[config.mk]
export PLATFORM = sky130hd
export DESIGN_NAME = regfile_wb_arbiter
export DESIGN_NICKNAME = d
export VERILOG_FILES = /design/src/rtl/regfile_wb_arbiter_pkg.sv /design/src/rtl/regfile_wb_arbiter_wb_fifo.sv /design/src/rtl/regfile_wb_arbiter.sv
export SDC_FILE = /design/constraint.sdc
export NUM_CORES = 1
export LEC_CHECK = 0
export CAP_MARGIN = 25
export CORE_MARGIN = 4
export CORE_UTILIZATION = 29
export CTS_CLUSTER_SIZE = 10
export DETAILED_ROUTE_END_ITERATION = 7
export PLACE_DENSITY = 0.48
export SLEW_MARGIN = 15
export SYNTH_ARGS = -nofsm -noshare
export SYNTH_HDL_FRONTEND = slang
export SYNTH_SLANG_ARGS = --single-unit
[constraint.sdc]
create_clock -name clk -period 3.1 [get_ports clk]
set_input_delay 0.465 -clock clk [delete_from_list [all_inputs] [get_ports clk]]
set_output_delay 0.465 -clock clk [all_outputs]
set_load 0.02 [all_outputs]
[src/rtl/regfile_wb_arbiter_pkg.sv]
`default_nettype none
// ============================================================================
//  Module   : regfile_wb_arbiter_pkg
//  Purpose  : Shared widths and requester encoding for the register-file
//             writeback arbiter and its per-requester queues.
//  Contents : REG_ADDR_W - register address width
//             DATA_W     - register data width
//             sel_e      - requester select (SEL_ALU / SEL_MEM)
//  Revision : 1.0 - initial release
// ============================================================================
package regfile_wb_arbiter_pkg;

   localparam int REG_ADDR_W = 5;
   localparam int DATA_W     = 32;

   typedef enum logic {
      SEL_ALU = 1'b0,
      SEL_MEM = 1'b1
   } sel_e;

endpackage : regfile_wb_arbiter_pkg
`default_nettype wire

[src/rtl/regfile_wb_arbiter_wb_fifo.sv]
`default_nettype none
// ============================================================================
//  Module   : wb_fifo
//  Purpose  : DEPTH-entry writeback queue (address + data) for one requester.
//             Every entry address and its occupied flag are exported so the
//             parent can run hazard compares against all queued writes.
//  Ports    : clk, rst_n            - clock, async active-low reset
//             push, push_addr/data  - enqueue (ignored when full)
//             pop                   - dequeue head (ignored when empty)
//             full, empty           - occupancy flags
//             head_addr, head_data  - oldest entry
//             entry_addr            - all slot addresses, slot i at [i*5 +: 5]
//             entry_valid           - per-slot occupied flag
//  Revision : 1.0 - initial release
// ============================================================================
module wb_fifo
   import regfile_wb_arbiter_pkg::*;
#(
   parameter int DEPTH = 2
) (
   input  logic                          clk,
   input  logic                          rst_n,
   input  logic                          push,
   input  logic [REG_ADDR_W-1:0]         push_addr,
   input  logic [DATA_W-1:0]             push_data,
   input  logic                          pop,
   output logic                          full,
   output logic                          empty,
   output logic [REG_ADDR_W-1:0]         head_addr,
   output logic [DATA_W-1:0]             head_data,
   output logic [DEPTH*REG_ADDR_W-1:0]   entry_addr,
   output logic [DEPTH-1:0]              entry_valid
);

   localparam int PW = $clog2(DEPTH);
   localparam int CW = PW + 1;
   localparam logic [CW-1:0] c_depth = CW'(DEPTH);

   logic [REG_ADDR_W-1:0] r_addr [DEPTH];
   logic [DATA_W-1:0]     r_data [DEPTH];
   logic [PW-1:0]         r_wptr;
   logic [PW-1:0]         r_rptr;
   logic [CW-1:0]         r_count;

   logic w_push;
   logic w_pop;

   assign full   = (r_count == c_depth);
   assign empty  = (r_count == '0);
   assign w_push = push && !full;
   assign w_pop  = pop && !empty;

   assign head_addr = r_addr[r_rptr];
   assign head_data = r_data[r_rptr];

   // Pointers are PW bits wide and DEPTH is a power of two, so plain
   // increment wraps modulo DEPTH.
   always_ff @(posedge clk or negedge rst_n) begin
      if (!rst_n) begin
         r_wptr  <= '0;
         r_rptr  <= '0;
         r_count <= '0;
      end else begin
         if (w_push) r_wptr <= r_wptr + PW'(1);
         if (w_pop)  r_rptr <= r_rptr + PW'(1);
         if (w_push && !w_pop)
            r_count <= r_count + CW'(1);
         else if (!w_push && w_pop)
            r_count <= r_count - CW'(1);
      end
   end

   // Storage needs no reset: stale slots are masked by entry_valid.
   always_ff @(posedge clk) begin
      if (w_push) begin
         r_addr[r_wptr] <= push_addr;
         r_data[r_wptr] <= push_data;
      end
   end

   // A slot is occupied when its distance from the read pointer is below
   // the occupancy count.
   for (genvar i = 0; i < DEPTH; i++) begin : g_entry
      logic [PW-1:0] w_off;
      assign w_off = PW'(i) - r_rptr;
      assign entry_addr[i*REG_ADDR_W +: REG_ADDR_W] = r_addr[i];
      assign entry_valid[i] = ({1'b0, w_off} < r_count);
   end

endmodule : wb_fifo
`default_nettype wire

[src/rtl/regfile_wb_arbiter.sv]
`default_nettype none
// ============================================================================
//  Module   : regfile_wb_arbiter
//  Purpose  : Merges ALU and load writebacks into the single register-file
//             write port. Each requester has its own queue; one head is
//             popped per cycle, round-robin when both queues hold entries.
//             Also flags read/write hazards against all pending writes.
//  Ports    : clk, rst_n                         - clock, async active-low reset
//             alu_valid/ready/addr/data          - ALU writeback request
//             mem_valid/ready/addr/data          - load writeback request
//             RegWrite/Write_register/Write_data - registered write port
//             Inst_B, Inst_C                     - read addresses to check
//             hazard1, hazard2                   - pending write to Inst_B/C
//  Revision : 1.0 - initial release
// ============================================================================
module regfile_wb_arbiter
   import regfile_wb_arbiter_pkg::*;
#(
   parameter int DEPTH = 2
) (
   input  logic                  clk,
   input  logic                  rst_n,
   input  logic                  alu_valid,
   output logic                  alu_ready,
   input  logic [4:0]            alu_addr,
   input  logic [31:0]           alu_data,
   input  logic                  mem_valid,
   output logic                  mem_ready,
   input  logic [4:0]            mem_addr,
   input  logic [31:0]           mem_data,
   output logic                  RegWrite,
   output logic [4:0]            Write_register,
   output logic [31:0]           Write_data,
   input  logic [4:0]            Inst_B,
   input  logic [4:0]            Inst_C,
   output logic                  hazard1,
   output logic                  hazard2
);

   logic                        w_alu_full, w_alu_empty, w_mem_full, w_mem_empty;
   logic [REG_ADDR_W-1:0]       w_alu_head_addr, w_mem_head_addr;
   logic [DATA_W-1:0]           w_alu_head_data, w_mem_head_data;
   logic [DEPTH*REG_ADDR_W-1:0] w_alu_entry_addr, w_mem_entry_addr;
   logic [DEPTH-1:0]            w_alu_entry_valid, w_mem_entry_valid;
   logic                        w_pop_alu, w_pop_mem, w_both;
   logic [REG_ADDR_W-1:0]       w_pop_addr;
   logic [DATA_W-1:0]           w_pop_data;
   logic                        w_hit_b, w_hit_c;

   sel_e                        r_rr;
   logic                        r_reg_write;
   logic [REG_ADDR_W-1:0]       r_write_register;
   logic [DATA_W-1:0]           r_write_data;

   // Ready is purely "not full": a pop in the same edge does not free a slot.
   assign alu_ready = !w_alu_full;
   assign mem_ready = !w_mem_full;

   wb_fifo #(.DEPTH(DEPTH)) u_alu_fifo (
      .clk         (clk),
      .rst_n       (rst_n),
      .push        (alu_valid),
      .push_addr   (alu_addr),
      .push_data   (alu_data),
      .pop         (w_pop_alu),
      .full        (w_alu_full),
      .empty       (w_alu_empty),
      .head_addr   (w_alu_head_addr),
      .head_data   (w_alu_head_data),
      .entry_addr  (w_alu_entry_addr),
      .entry_valid (w_alu_entry_valid)
   );

   wb_fifo #(.DEPTH(DEPTH)) u_mem_fifo (
      .clk         (clk),
      .rst_n       (rst_n),
      .push        (mem_valid),
      .push_addr   (mem_addr),
      .push_data   (mem_data),
      .pop         (w_pop_mem),
      .full        (w_mem_full),
      .empty       (w_mem_empty),
      .head_addr   (w_mem_head_addr),
      .head_data   (w_mem_head_data),
      .entry_addr  (w_mem_entry_addr),
      .entry_valid (w_mem_entry_valid)
   );

   assign w_both = !w_alu_empty && !w_mem_empty;

   always_comb begin
      w_pop_alu = 1'b0;
      w_pop_mem = 1'b0;
      if (w_both) begin
         if (r_rr == SEL_MEM) w_pop_mem = 1'b1;
         else                 w_pop_alu = 1'b1;
      end else if (!w_alu_empty) begin
         w_pop_alu = 1'b1;
      end else if (!w_mem_empty) begin
         w_pop_mem = 1'b1;
      end
   end

   assign w_pop_addr = w_pop_mem ? w_mem_head_addr : w_alu_head_addr;
   assign w_pop_data = w_pop_mem ? w_mem_head_data : w_alu_head_data;

   // Pointer flips only on contended pops, so a lone requester never
   // steals the turn of the other side.
   always_ff @(posedge clk or negedge rst_n) begin
      if (!rst_n) begin
         r_rr             <= SEL_MEM;
         r_reg_write      <= 1'b0;
         r_write_register <= '0;
         r_write_data     <= '0;
      end else begin
         if (w_both)
            r_rr <= (r_rr == SEL_MEM) ? SEL_ALU : SEL_MEM;
         if (w_pop_alu || w_pop_mem) begin
            r_write_register <= w_pop_addr;
            r_write_data     <= w_pop_data;
            // Register 0 is hardwired; its entries drain without a write.
            r_reg_write      <= (w_pop_addr != '0);
         end else begin
            r_reg_write      <= 1'b0;
         end
      end
   end

   assign RegWrite       = r_reg_write;
   assign Write_register = r_write_register;
   assign Write_data     = r_write_data;

   // A read is hazardous if any queued entry or the write currently on the
   // port targets the same (non-zero) register.
   always_comb begin
      w_hit_b = r_reg_write && (r_write_register == Inst_B);
      w_hit_c = r_reg_write && (r_write_register == Inst_C);
      for (int i = 0; i < DEPTH; i++) begin
         if (w_alu_entry_valid[i] &&
             (w_alu_entry_addr[i*REG_ADDR_W +: REG_ADDR_W] == Inst_B)) w_hit_b = 1'b1;
         if (w_mem_entry_valid[i] &&
             (w_mem_entry_addr[i*REG_ADDR_W +: REG_ADDR_W] == Inst_B)) w_hit_b = 1'b1;
         if (w_alu_entry_valid[i] &&
             (w_alu_entry_addr[i*REG_ADDR_W +: REG_ADDR_W] == Inst_C)) w_hit_c = 1'b1;
         if (w_mem_entry_valid[i] &&
             (w_mem_entry_addr[i*REG_ADDR_W +: REG_ADDR_W] == Inst_C)) w_hit_c = 1'b1;
      end
   end

   assign hazard1 = (Inst_B != '0) && w_hit_b;
   assign hazard2 = (Inst_C != '0) && w_hit_c;

endmodule : regfile_wb_arbiter
`default_nettype wire

==> impl_metrics.py <==
metrics = {
    "pwr": {
        "power_density_nw_per_um2": 968.6,
        "p_sw_frac": 0.3600,
        "internal_power_w": 0.006482,
        "comb_power_share": 0.377,
        "ir_drop_uv": 384.1,
        "p_leak_nw": 3.662,
        "p_sw_w": 0.003645,
        "clkPwrFrac": 0.210,
        "seqPwrFrac": 0.413,
    },
    "timing": {
        "fin_setup_tns_ps": 0,
        "skew_ps": 12.53,
        "setup_violations": 0,
        "period_share": 0.9629,
        "rsz0062_at_grt": "false",
        "worstMarginPinSlew_ps": 733.5,
        "slew_headroom": 0.5110,
        "timing.fmax_mhz": 335.0,
        "hold_viol": 0,
        "fin_crit_ps": 2985,
        "finalMaxSlewViolations": 0,
    },
    "layout": {
        "drive_gt1_frac": 0.1320,
        "final_cell_area_sq_um": 10460,
        "fillers": 2668,
        "final_nets": 789,
        "ff_latch_area_sq_um": 5624,
        "area_growth_pct": 28.19,
        "multiInputGateArea_sq_um": 2336,
        "fin_cells": 1091,
    },
    "status": {
        "status": "finished, final reports clean",
    },
    "critical_path": {
        "critical_path.cell_chain": "clkdlybuf4s50_1 -> xnor2_1 -> o2111ai_1 -> nor3_1 -> nor4_1 -> a21oi_1 -> clkdlybuf4s50_1",
        "ff2ff_setup_slack_ps": 1100,
        "r2r_end": "u_alu_fifo.r_data[1][18]",
        "cp-start-kind": "input port",
        "endpoint_kind": "output port",
        "cp-endpoint": "hazard2",
        "ff2ff_path_depth": 3,
        "r2r_start": "u_alu_fifo.r_count[0]",
        "crit_family": "buffers and inverters",
        "required_ps": 2630,
        "worst-path-stages": 7,
        "crit_path_frequent_cell": "clkdlybuf4s50_1",
        "crit_slowest_cell": "clkdlybuf4s50_1",
        "crit_fanout": 6,
        "cp-startpoint": "Inst_C[4]",
        "max_stage_delay_ps": 660,
        "worst-path-buf-inv": 2,
        "worstSetupPathType": "input port to output port",
        "worstPathArrival_ps": 2520,
    },
    "floorplanning": {
        "core_sq_um": 27780,
        "initial_core_util": 0.2936,
        "die_w_um": 175.7,
        "num_rows": 61,
        "fp.dieH_um": 175.7,
        "io_pins": 130,
        "die_area_sq_um": 30870,
    },
    "drt": {
        "via_per_inst": 4.461,
        "drt_iter0_markers": 187,
        "routed_wl_um": 19800,
        "vias": 4867,
        "wl_per_cell_um": 18.15,
        "ant_nets": 0,
        "firstDrtPassIters": 4,
        "drc": 0,
    },
    "placed_design": {
        "hpwl_um": 13500,
        "routabilityCongestion": 0.8611,
        "place_area_sq_um": 9876,
        "io_buffer_count": 129,
        "dp.cells": 1058,
    },
    "synthesis": {
        "ys_types": 34,
        "synth_async_sr_flop_share": 0.2410,
        "synth_top_flop_cell": "edfxtp_1",
        "synth_area_sq_um": 8157,
        "synth_edf_count": 148,
        "yosys_warnings": 0,
        "synth-seq-area-share": 0.6892,
        "synth_top_area_frac": 0.5449,
        "synthCells": 574,
        "synth_nets": 664,
        "synth_seq_cells": 195,
        "synth_most_common_cell": "edfxtp_1",
        "synth_top_cell_by_area": "edfxtp_1",
        "ys_top_cells_by_count": "edfxtp_1, dfrtp_1, nand2_1",
        "avgSynthCellArea_sq_um": 14.21,
        "ys_top_cells_by_area": "edfxtp_1, dfrtp_1, mux2_2",
    },
    "grt": {
        "grt_usage": 0.1299,
        "first_global_vias": 5342,
        "grt_max_degree": 43,
        "grt_overflow": 0,
        "antenna_found_initial": 1,
        "grt_pass1_wl_um": 30770,
    },
    "hold_path": {
        "hp-class": "input port to asynchronous set/reset pin",
    },
    "cts": {
        "clock_latency_ps": 430,
        "hold_buffers": 0,
        "clk_pin_slew_ps": 70,
        "root_buffer": "clkbuf_16",
        "cts_tree": "yes",
        "cts.sinks": 195,
        "htree_levels": 4,
        "cts_buffers": 17,
        "clockBufferDepth": 2,
    },
    "flow_run": {
        "drv_cap": 0,
    },
}
## routing by layer
| layer | vias up | routed length (um) | GRT usage |
|---|---|---|---|
| met5 | - | 12 | 0 |
| met4 | 2 | 334 | 0.03801 |
| met3 | 25 | 632 | 0.02690 |
| met2 | 121 | 9962 | 0.2272 |
| met1 | 2384 | 8860 | 0.1627 |
| li1 | 2335 | - | - |
## layout make-up
| cell class | count | share of cell area |
|---|---|---|
| inverter | 3 | 0.001077 |
| clock inverter | 13 | 0.01173 |
| sequential | 195 | 0.5379 |
| clock buffer | 19 | 0.04332 |
| timing repair buffer | 145 | 0.1371 |
| tap | 378 | 0.04523 |
| multi-input combinational | 337 | 0.2234 |
| antenna | 1 | 0.0002393 |
## registers in the layout (all words and copies together), names as in the netlist
register,count
Write_data,32
u_alu_fifo.r_addr,10
u_alu_fifo.r_wptr,1
u_mem_fifo.r_addr,10
RegWrite,1
u_mem_fifo.r_rptr,1
r_rr,1
u_alu_fifo.r_count,2
u_mem_fifo.r_wptr,1
u_mem_fifo.r_count,2
Write_register,5
u_mem_fifo.r_data,64
u_alu_fifo.r_data,64
u_alu_fifo.r_rptr,1
## power by group through the flow
stage	clock (W)	combinational, W	sequential [W]
after floorplan	0	0.00230	0.00434
after global placement	0	0.00385	0.00421
after detailed placement	0	0.00391	0.00425
after CTS	0.00220	0.00393	0.00420
after global routing	0.00231	0.00424	0.00427
final	0.00212	0.00382	0.00418
## kinds of logic after synthesis
| logic type | synth area share |
|---|---|
| mux | 0.09649 |
| buf+inv | 0.02654 |
| xor+xnor | 0.06550 |
| simple gates | 0.06074 |
| fa+ha+maj | 0.003067 |
| compound gates | 0.05844 |
| flops | 0.6892 |
## layout by cell type (no fill, tap or decap), drive strengths merged, types with 2 or more instances in the layout
master,instances
edfxtp,148
clkdlybuf4s50,127
dfrtp,46
o21ai,42
nand2,40
nor2,39
a21oi,38
xnor2,37
mux2,37
mux2i,37
xor2,24
clkbuf,19
buf,17
clkinv,8
inv,7
nor4,6
nand3,5
nand4,5
nor3,5
nor2b,4
nand2b,2
o22ai,2
or4,2
o22a,2
o2111ai,2
and3,2
a211oi,2
ha,2
## metrics by stage
step | hold slack, ps | power, W | setup WS (ps) | util
6_report | 40.97 | 0.01013 | 115.1 | 0.3764
5_1_grt | 51.69 | 0.01081 | 8.535 | 0.3763
4_1_cts | 25.89 | 0.01033 | 115.7 | 0.3762
3_5_place_dp | 473.6 | 0.008160 | 124.1 | 0.3555
3_3_place_gp | 468.5 | 0.008066 | 148.9 | 0.3555
2_1_floorplan | 169.4 | 0.006636 | 189.2 | -
## how the worst min path moves through the flow
stage / endpoint / slack (ps) / depth (start not counted)
after CTS: Write_register[4] / 30 / 2
after detailed placement: Write_data[12] / 470 / 2
after global placement: Write_register[3] / 470 / 2
after global routing: Write_register[3] / 50 / 2
final: Write_register[3] / 40 / 2
after floorplan: RegWrite / 170 / 0
## repair_timing
| action | in CTS | in global routing |
|---|---|---|
| setup endpoints to repair | 0 | 1 |
| setup buffers | 0 | 0 |
| resized for setup | 0 | 1 |
Note: power is estimated with default switching activity, not from simulation.
